<file path="config.mk">
export PLATFORM = sky130hd
export DESIGN_NAME = unidade_busca
export DESIGN_NICKNAME = d
export VERILOG_FILES = /design/src/rtl/processador_pkg.sv /design/src/rtl/avaliador_condicao.sv /design/src/rtl/unidade_busca.sv
export SDC_FILE = /design/constraint.sdc
export NUM_CORES = 1
export LEC_CHECK = 0
export ABC_AREA = 1
export CAP_MARGIN = 0
export CORE_UTILIZATION = 45
export CTS_BUF_LIST = sky130_fd_sc_hd__clkbuf_4 sky130_fd_sc_hd__clkbuf_8
export DETAILED_ROUTE_END_ITERATION = 10
export PLACE_DENSITY = 0.82
export SLEW_MARGIN = 20
export SYNTH_ARGS = -nofsm -noshare
export SYNTH_HDL_FRONTEND = slang
export SYNTH_HIERARCHICAL = 1
export SYNTH_SLANG_ARGS = --single-unit
export TNS_END_PERCENT = 1
</file>
<file path="constraint.sdc">
create_clock -name CLK -period 1.9 [get_ports CLK]
set_input_delay 0.57 -clock CLK [delete_from_list [all_inputs] [get_ports CLK]]
set_output_delay 0.57 -clock CLK [all_outputs]
set_load 0.01 [all_outputs]
</file>
<file path="src/rtl/processador_pkg.sv">
// processador_pkg: shared widths, condition codes and fetch-unit states
package processador_pkg;
    localparam int AW = 8;
    localparam int IW = 17;
    typedef enum logic [2:0] {
        COND_SEMPRE = 3'b000,
        COND_Z      = 3'b001,
        COND_L      = 3'b010,
        COND_LE     = 3'b011,
        COND_E      = 3'b100,
        COND_GE     = 3'b101,
        COND_G      = 3'b110,
        COND_NUNCA  = 3'b111
    } cond_t;
    typedef enum logic [1:0] {IDLE, FETCH, HOLD, DISCARD} busca_estado_t;
endpackage

</file>
<file path="src/rtl/avaliador_condicao.sv">
// avaliador_condicao: selects the ALU flag named by a jump condition code
module avaliador_condicao (
    input  logic [2:0] COND,
    input  logic       Z,
    input  logic       L,
    input  logic       LE,
    input  logic       E,
    input  logic       GE,
    input  logic       G,
    output logic       taken
);
    logic [7:0] tabela;
    assign tabela = {1'b0, G, GE, E, LE, L, Z, 1'b1};
    assign taken  = tabela[COND];
endmodule

</file>
<file path="src/rtl/unidade_busca.sv">
// unidade_busca: PC owner, program-memory fetch and one-word instruction buffer
module unidade_busca
    import processador_pkg::*;
(
    input  logic          CLK,
    input  logic          RESET,
    output logic          MEM_REQ,
    output logic [AW-1:0] MEM_ADDR,
    input  logic          MEM_ACK,
    input  logic [IW-1:0] MEM_DATA,
    output logic [IW-1:0] C,
    output logic [AW-1:0] INSTR_PC,
    output logic          INSTR_VALID,
    input  logic          INSTR_READY,
    input  logic          REDIRECT,
    input  logic [2:0]    COND,
    input  logic [AW-1:0] TARGET,
    input  logic          Z,
    input  logic          L,
    input  logic          LE,
    input  logic          E,
    input  logic          GE,
    input  logic          G,
    output logic [AW-1:0] PC
);
    busca_estado_t estado, nxt;
    logic [AW-1:0] pc_nxt, end_pend;
    logic          cond_ok, salto, carrega;
    avaliador_condicao u_cond (
        .COND (COND),
        .Z    (Z),
        .L    (L),
        .LE   (LE),
        .E    (E),
        .GE   (GE),
        .G    (G),
        .taken(cond_ok)
    );
    assign salto    = REDIRECT & cond_ok;
    // an outstanding request keeps its original address even after the PC is redirected
    assign MEM_ADDR = (estado == DISCARD) ? end_pend : PC;
    // state register
    always_ff @(posedge CLK) begin
        estado <= RESET ? IDLE : nxt;
    end
    // next state, next PC and buffer load decision
    always_comb begin
        nxt     = estado;
        pc_nxt  = PC;
        carrega = 1'b0;
        case (estado)
            IDLE: nxt = FETCH;
            FETCH: begin
                if (MEM_ACK && !salto) begin
                    nxt     = HOLD;
                    carrega = 1'b1;
                    pc_nxt  = PC + AW'(1);
                end else if (salto) begin
                    nxt    = MEM_ACK ? FETCH : DISCARD;
                    pc_nxt = TARGET;
                end
            end
            HOLD: begin
                nxt    = (salto || INSTR_READY) ? FETCH : HOLD;
                pc_nxt = salto ? TARGET : PC;
            end
            DISCARD: begin
                nxt    = MEM_ACK ? FETCH : DISCARD;
                pc_nxt = salto ? TARGET : PC;
            end
            default: nxt = IDLE;
        endcase
    end
    // registered outputs, PC and the address of the pending request
    always_ff @(posedge CLK) begin
        if (RESET) begin
            PC          <= '0;
            C           <= '0;
            INSTR_PC    <= '0;
            INSTR_VALID <= 1'b0;
            MEM_REQ     <= 1'b0;
            end_pend    <= '0;
        end else begin
            PC          <= pc_nxt;
            INSTR_VALID <= (nxt == HOLD);
            MEM_REQ     <= (nxt == FETCH) || (nxt == DISCARD);
            if (carrega) begin
                C        <= MEM_DATA;
                INSTR_PC <= PC;
            end
            if (estado == FETCH) end_pend <= PC;
        end
    end
endmodule

</file>
==> impl_metrics.yaml, run 1 <==
synthesis:
  ys_warn_count: 6
  postSynthAreaPerCell_um2: 7.10
  ys_types: 26
  synth_top_family_by_area: "simple AND/OR/NAND/NOR gates"
  synth_top_area_share_pct: 43.3
  synth_top_area_cell: "dfxtp_1"
  yosys-mux-area-fraction_pct: 0
  netlist_area_um2: 2080
  synth_compound_area_share_pct: 19.9
  synth_xor_area_share_pct: 0
  syn_nets: 333
  async_reset_ff_share_pct: 0
  synthSimpleGateAreaFrac_pct: 26.6
  synth-edff-count: 0
  synth_top_flop_cell: "dfxtp_1"
  synth_seq_cells: 45
  syn_inst: 293
  ys_seq_area_share_pct: 43.3
  synthTopCellsByCount: "nand2_1, nor2_1, dfxtp_1, o21ai_0, a21oi_1"
  synth-adder-area-share_pct: 0.601
  synth.most_common_cell: "nand2_1"
  synthTopCellsByArea: "dfxtp_1, o21ai_0, nand2_1"
critical_path:
  worst-path-buf-inv: 3
  r2r_slack_ns: 0.49
  r2r_cells: 5
  critical-path-slowest-cell: "clkdlybuf4s50_1"
  worstSetupPathType: "in -> reg"
  critPathLaunchType: "input pin"
  cp_slowest_stage_delay_ns: 0.47
  cp-end-kind: "flop"
  critPathArrivalTime_ns: 2.07
  path_cells: "clkdlybuf4s50_1 > inv_1 > nand2_1 > nand2_2 > nand2_4 > nand3_4 > nor2_8 > buf_6 > nor2_2 > a211oi_2"
  crit_path_max_fanout: 7
  crit_cells: 10
  cp.required_ns: 2.12
  path_delay_family: "buffers and inverters"
power:
  power.total_mw: 2.39
  swShare_pct: 30.1
  p_leak_nw: 1.44
  p_int_mw: 1.67
  power.switching_mw: 0.720
  clock_power_share_pct: 26.1
  p_seq_share_pct: 44.9
  power.share.combinational_pct: 29.0
  peakVddDrop_uv: 557
  powerDensity_nw_per_um2: 744
floorplanning:
  ios: 82
  die_area_um2: 4900
  initial_core_util_pct: 47.1
  dieWidth_um: 70
  die_h_um: 70
  fp-row-count: 24
  core_area_um2: 4410
sta:
  fmax_mhz: 542
  clock-skew-final_ns: 0.00506
  hold_viol_final: 0
  setup_viol: 0
  slew_headroom_pct: 74.0
  min_period_ns: 1.85
  hold-worst-slack_ns: 0.450
  tightestPinTransition_ns: 0.390
  finalMaxSlewViolations: 0
  setup_slack_ns: 0.0548
  rsz0062_at_grt: "true"
  post-route-period-util_pct: 97.1
  setup_tns_ns: 0
cells_and_area:
  nNetsFinal: 434
  area_delta_synth_final_pct: 54.5
  design_area_um2: 3210
  final_util_pct: 72.8
  drive_gt1_share_pct: 17.0
  instances_no_fill: 447
  diodes: 0
  fill_cells: 349
global_route:
  grt_overflow_total: 0
  grt_max_degree: 19
  antenna_found_initial: 0
  grt_pass1_vias: 2064
  grt_pass1_wl_um: 9070
  gr-usage-all-layers_pct: 23.0
clock_tree:
  cts_tree: "yes"
  ctsHoldBuffers: 0
  numCtsBuffers: 5
  cts_root_buffer: "clkbuf_8"
  ctsLongestPathBuffers: 2
  clkSinkCount: 45
  clk_latency_ns: 0.30
  clk_pin_slew_worst_paths_ns: 0.09
  htreeDepth: 2
place:
  dpl-instance-area_um2: 3060
  dp_hpwl_um: 3960
  dp_cells: 436
  routabilityCongestion: 0.861
  port_buffers: 81
  dp_slack_ns: -0.510
detailed_routing:
  dr.pass1.iters: 5
  dr_total_vias: 2280
  drc: 0
  vias_per_cell: 5.10
  routed_wl_um: 5520
  antenna_left: 0
  drt-initial-drc-count: 130
  wl_per_cell_um: 12.4
hold_path:
  worstHoldPathCells: 2
  hold_class: "reg -> reg"
run_status:
  run_status: "finished, final reports clean"
job:
  maxCapViolations: 0
[tightest hold or removal path: cells and delay by family (launching register included)]
family          cells  cell delay, ns
flops               1            0.31
buf+inv             1            0.05
compound gates      1            0.05
[layer usage]
metal	global-route usage [%]	part of all wire, %
met1	27.2	42
met4	9.11	2.0
met2	38.6	47
met5	0	0
met3	7.22	8.8
[flip-flops by register name, summed over array words and instances (netlist names)]
signal and cells:
C 17, INSTR_PC 8, PC 8, end_pend 8, estado 2, INSTR_VALID 1
MEM_REQ 1
[power groups by stage]
stage | Sequential [mW] | Combinational (mW) | Clock [mW]
floorplan | 1.13 | 0.285 | 0
global placement | 1.09 | 0.667 | 0
detailed placement | 1.09 | 0.680 | 0
CTS | 1.07 | 0.670 | 0.632
global route | 1.09 | 0.761 | 0.684
finish | 1.07 | 0.692 | 0.625
[final cells by class]
type	count	area, um^2	area share, %
inverter	30	118	3.66
clock inverter	2	13.8	0.428
multi-input combinational	206	1030	32.0
tap	52	65.1	2.02
timing repair buffer	106	1000	31.2
clock buffer	6	82.6	2.57
sequential	45	903	28.1
[worst paths after layout]
path / endpoint / startpoint
hold / removal: end_pend[3]$_SDFFE_PP0P_ / end_pend[3]$_SDFFE_PP0P_
setup reg to reg: PC[1]$_SDFFE_PP0P_ / estado[0]$_SDFF_PP0_
setup / recovery: INSTR_PC[3]$_SDFFE_PP0P_ / COND[2]
hold reg to reg: end_pend[3]$_SDFFE_PP0P_ / end_pend[3]$_SDFFE_PP0P_
[kinds of logic after synthesis]
| kind of cell | after synthesis |
|---|---|
| AND/OR/NAND/NOR | 126 |
| AO/OA/AOI/OAI | 79 |
| flip-flops | 45 |
| buffers and inverters | 42 |
| adder cells (fa/ha/maj) | 1 |
[placed cells by master, fill, tap and decap left out, types with 2 or more instances in the layout]
cell type        instances
a211oi_1                 3
a211oi_2                 3
a21oi_1                 21
a21oi_2                  3
buf_12                   2
buf_4                   19
buf_6                    3
clkbuf_2                 9
clkbuf_8                 6
clkdlybuf4s50_1         63
dfxtp_1                 43
dfxtp_2                  2
dlygate4sd2_1            2
dlymetal6s2s_1           7
inv_1                   23
inv_2                    5
nand2_1                 52
nand3_1                  9
nand3b_1                 3
nor2_1                  48
nor2_2                   3
nor3_1                   2
o21ai_0                 43
o21ai_1                  3
or2_1                    2
[repair_timing]
action	in CTS	in global routing
pin swaps	0	11
setup endpoints to repair	44	44
setup buffers	0	2
resized for setup	18	41
gates cloned	0	1
Note: power is estimated with default switching activity, not from simulation.
==> run 2: changes to the inputs <==
--- a/config.mk
+++ b/config.mk
@@ -10,6 +10,7 @@
 export CORE_UTILIZATION = 45
 export CTS_BUF_LIST = sky130_fd_sc_hd__clkbuf_4 sky130_fd_sc_hd__clkbuf_8
 export DETAILED_ROUTE_END_ITERATION = 10
+export MAX_ROUTING_LAYER = met4
 export PLACE_DENSITY = 0.82
 export SLEW_MARGIN = 20
 export SYNTH_ARGS = -nofsm -noshare
==> impl_metrics.yaml, run 2 (synthesis gave the netlist of run 1 again) <==
run_status:
  run_status: "finished, final reports clean"
global_route:
  met3_usage_pct: 7.94
  antenna_found_initial: 0
  grt_pass1_wl_um: 9510
  grt_pass1_vias: 2213
  grt_max_degree: 19
  top_usage_layer: "met2"
  use_met2_pct: 42.0
  grt_overflow_total: 0
  gr-usage-all-layers_pct: 24.8
  grt_use_met1_pct: 27.5
cells_and_area:
  final_common_cell: "clkdlybuf4s50_1"
  regMostFlops: "C"
  diodes: 0
  largest_register_ffs: 17
  area_delta_synth_final_pct: 57.1
  fill_cells: 345
  regArea_um2: 905
  final_cell_mix: "clkdlybuf4s50_1, nand2_1, nor2_1"
  final_util_pct: 74.1
  nNetsFinal: 434
  drive_gt1_share_pct: 15.9
  multi_input_area_um2: 1040
clock_tree:
  clk_latency_ns: 0.31
  cts_tree: "yes"
  clk_pin_slew_worst_paths_ns: 0.09
  numCtsBuffers: 5
  htreeDepth: 2
  cts_root_buffer: "clkbuf_8"
  clkSinkCount: 45
  ctsLongestPathBuffers: 2
sta:
  hold-worst-slack_ns: 0.450
  post-route-period-util_pct: 98.2
  setup_tns_ns: 0
  finalMaxSlewViolations: 0
  slew_headroom_pct: 73.0
  min_period_ns: 1.87
  setup_viol: 0
  fmax_mhz: 536
  rsz0062_at_grt: "true"
  tightestPinTransition_ns: 0.405
  hold_viol_final: 0
  clock-skew-final_ns: 0.00315
  setup_slack_ns: 0.0337
detailed_routing:
  dr.pass1.iters: 4
  dr_total_vias: 2311
  wl_per_cell_um: 13.3
  routed_wl_um: 5930
  antenna_left: 0
  drt-initial-drc-count: 213
  drc: 0
  vias_per_cell: 5.17
critical_path:
  cp-end-kind: "output port"
  r2r_cells: 5
  cp_slowest_stage_delay_ns: 0.57
  critPathLaunchType: "flop"
  r2r-start: "estado[0]$_SDFF_PP0_"
  crit_start: "PC[7]$_SDFFE_PP0P_"
  worstSetupPathType: "reg -> out"
  cp.required_ns: 1.33
  r2r_slack_ns: 0.48
  path_cells: "clkdlybuf4s50_1"
  critPathArrivalTime_ns: 1.30
  path_delay_family: "buffers and inverters"
  setup.worst_path.end: "PC[7]"
  crit_path_max_fanout: 4
  worst-path-buf-inv: 1
  critical-path-slowest-cell: "clkdlybuf4s50_1"
  rr_endpoint: "PC[1]$_SDFFE_PP0P_"
  crit_cells: 1
place:
  dp_slack_ns: -0.514
  port_buffers: 81
  dp_hpwl_um: 4090
  routabilityCongestion: 0.857
hold_path:
  worst_hold_startpoint: "end_pend[1]$_SDFFE_PP0P_"
  hold_class: "reg -> reg"
floorplanning:
  dieWidth_um: 70
  die_area_um2: 4900
  die_h_um: 70
  fp-row-count: 24
  core_area_um2: 4410
  ios: 82
  initial_core_util_pct: 47.1
power:
  power.total_mw: 2.55
  powerDensity_nw_per_um2: 780
  peakVddDrop_uv: 467
  p_leak_nw: 1.44
job:
  maxCapViolations: 0
-- run 2: cell count changes in the layout (fill, tap and decap cells not counted), moves of 2 or more --
cell             delta
a211oi_1            -2
a211oi_2            +2
clkbuf_2            -6
clkdlybuf4s15_1     +2
dlygate4sd2_1       +2
inv_4               +2
nand2_1             -2
nand2_2             +2
nor2_1              +2
nor2_2              -2
o21ai_0             -3
o21ai_1             +4
-- run 2: repair_timing --
item | CTS | global route
hold buffers | 0 | 0
endpoints found under the setup margin | 46 | 45
setup buffers | 0 | 3
resized for setup | 18 | 41
pin swaps | 0 | 9
-- run 2: through the flow --
step | area [um^2] | cells
after floorplan | 2080 | 293
after global placement | 3060 | 436
after detailed placement | 3060 | 436
after CTS | 3180 | 444
after global routing | 3270 | 447
final | 3270 | 447
-- run 2: layout make-up --
type / count / share of cell area, %
Tap cell: 52 / 1.99
Inverter: 30 / 3.60
Sequential cell: 45 / 27.7
Timing Repair Buffer: 106 / 31.4
Multi-Input combinational cell: 206 / 31.7
Clock buffer: 6 / 2.53
Clock inverter: 2 / 1.15
-- run 2: power by group --
group          internal (mW)  leakage, nW  switching (mW)  total, mW
registers               1.03        0.371          0.0455       1.07
clock network          0.428       0.0574           0.340      0.768
logic                  0.352         1.01           0.357      0.709
-- run 2: worst min path at each step --
| stage | endpoint | slack (ns) | depth (start not counted) |
|---|---|---|---|
| finish | end_pend[1]$_SDFFE_PP0P_ | 0.45 | 2 |
| global route | end_pend[6]$_SDFFE_PP0P_ | 0.47 | 2 |
| CTS | end_pend[3]$_SDFFE_PP0P_ | 0.45 | 2 |
| detailed placement | end_pend[3]$_SDFFE_PP0P_ | 0.44 | 2 |
| global placement | end_pend[3]$_SDFFE_PP0P_ | 0.43 | 2 |
| floorplan | end_pend[0]$_SDFFE_PP0P_ | 0.42 | 2 |
-- run 2: metal layers --
layer	share of wire, %	up-vias	wire [um]
met3	7.9	16	469
met5	0	-	0
met4	2.0	0	118
li1	-	1152	-
met2	49	91	2910
met1	41	1052	2430
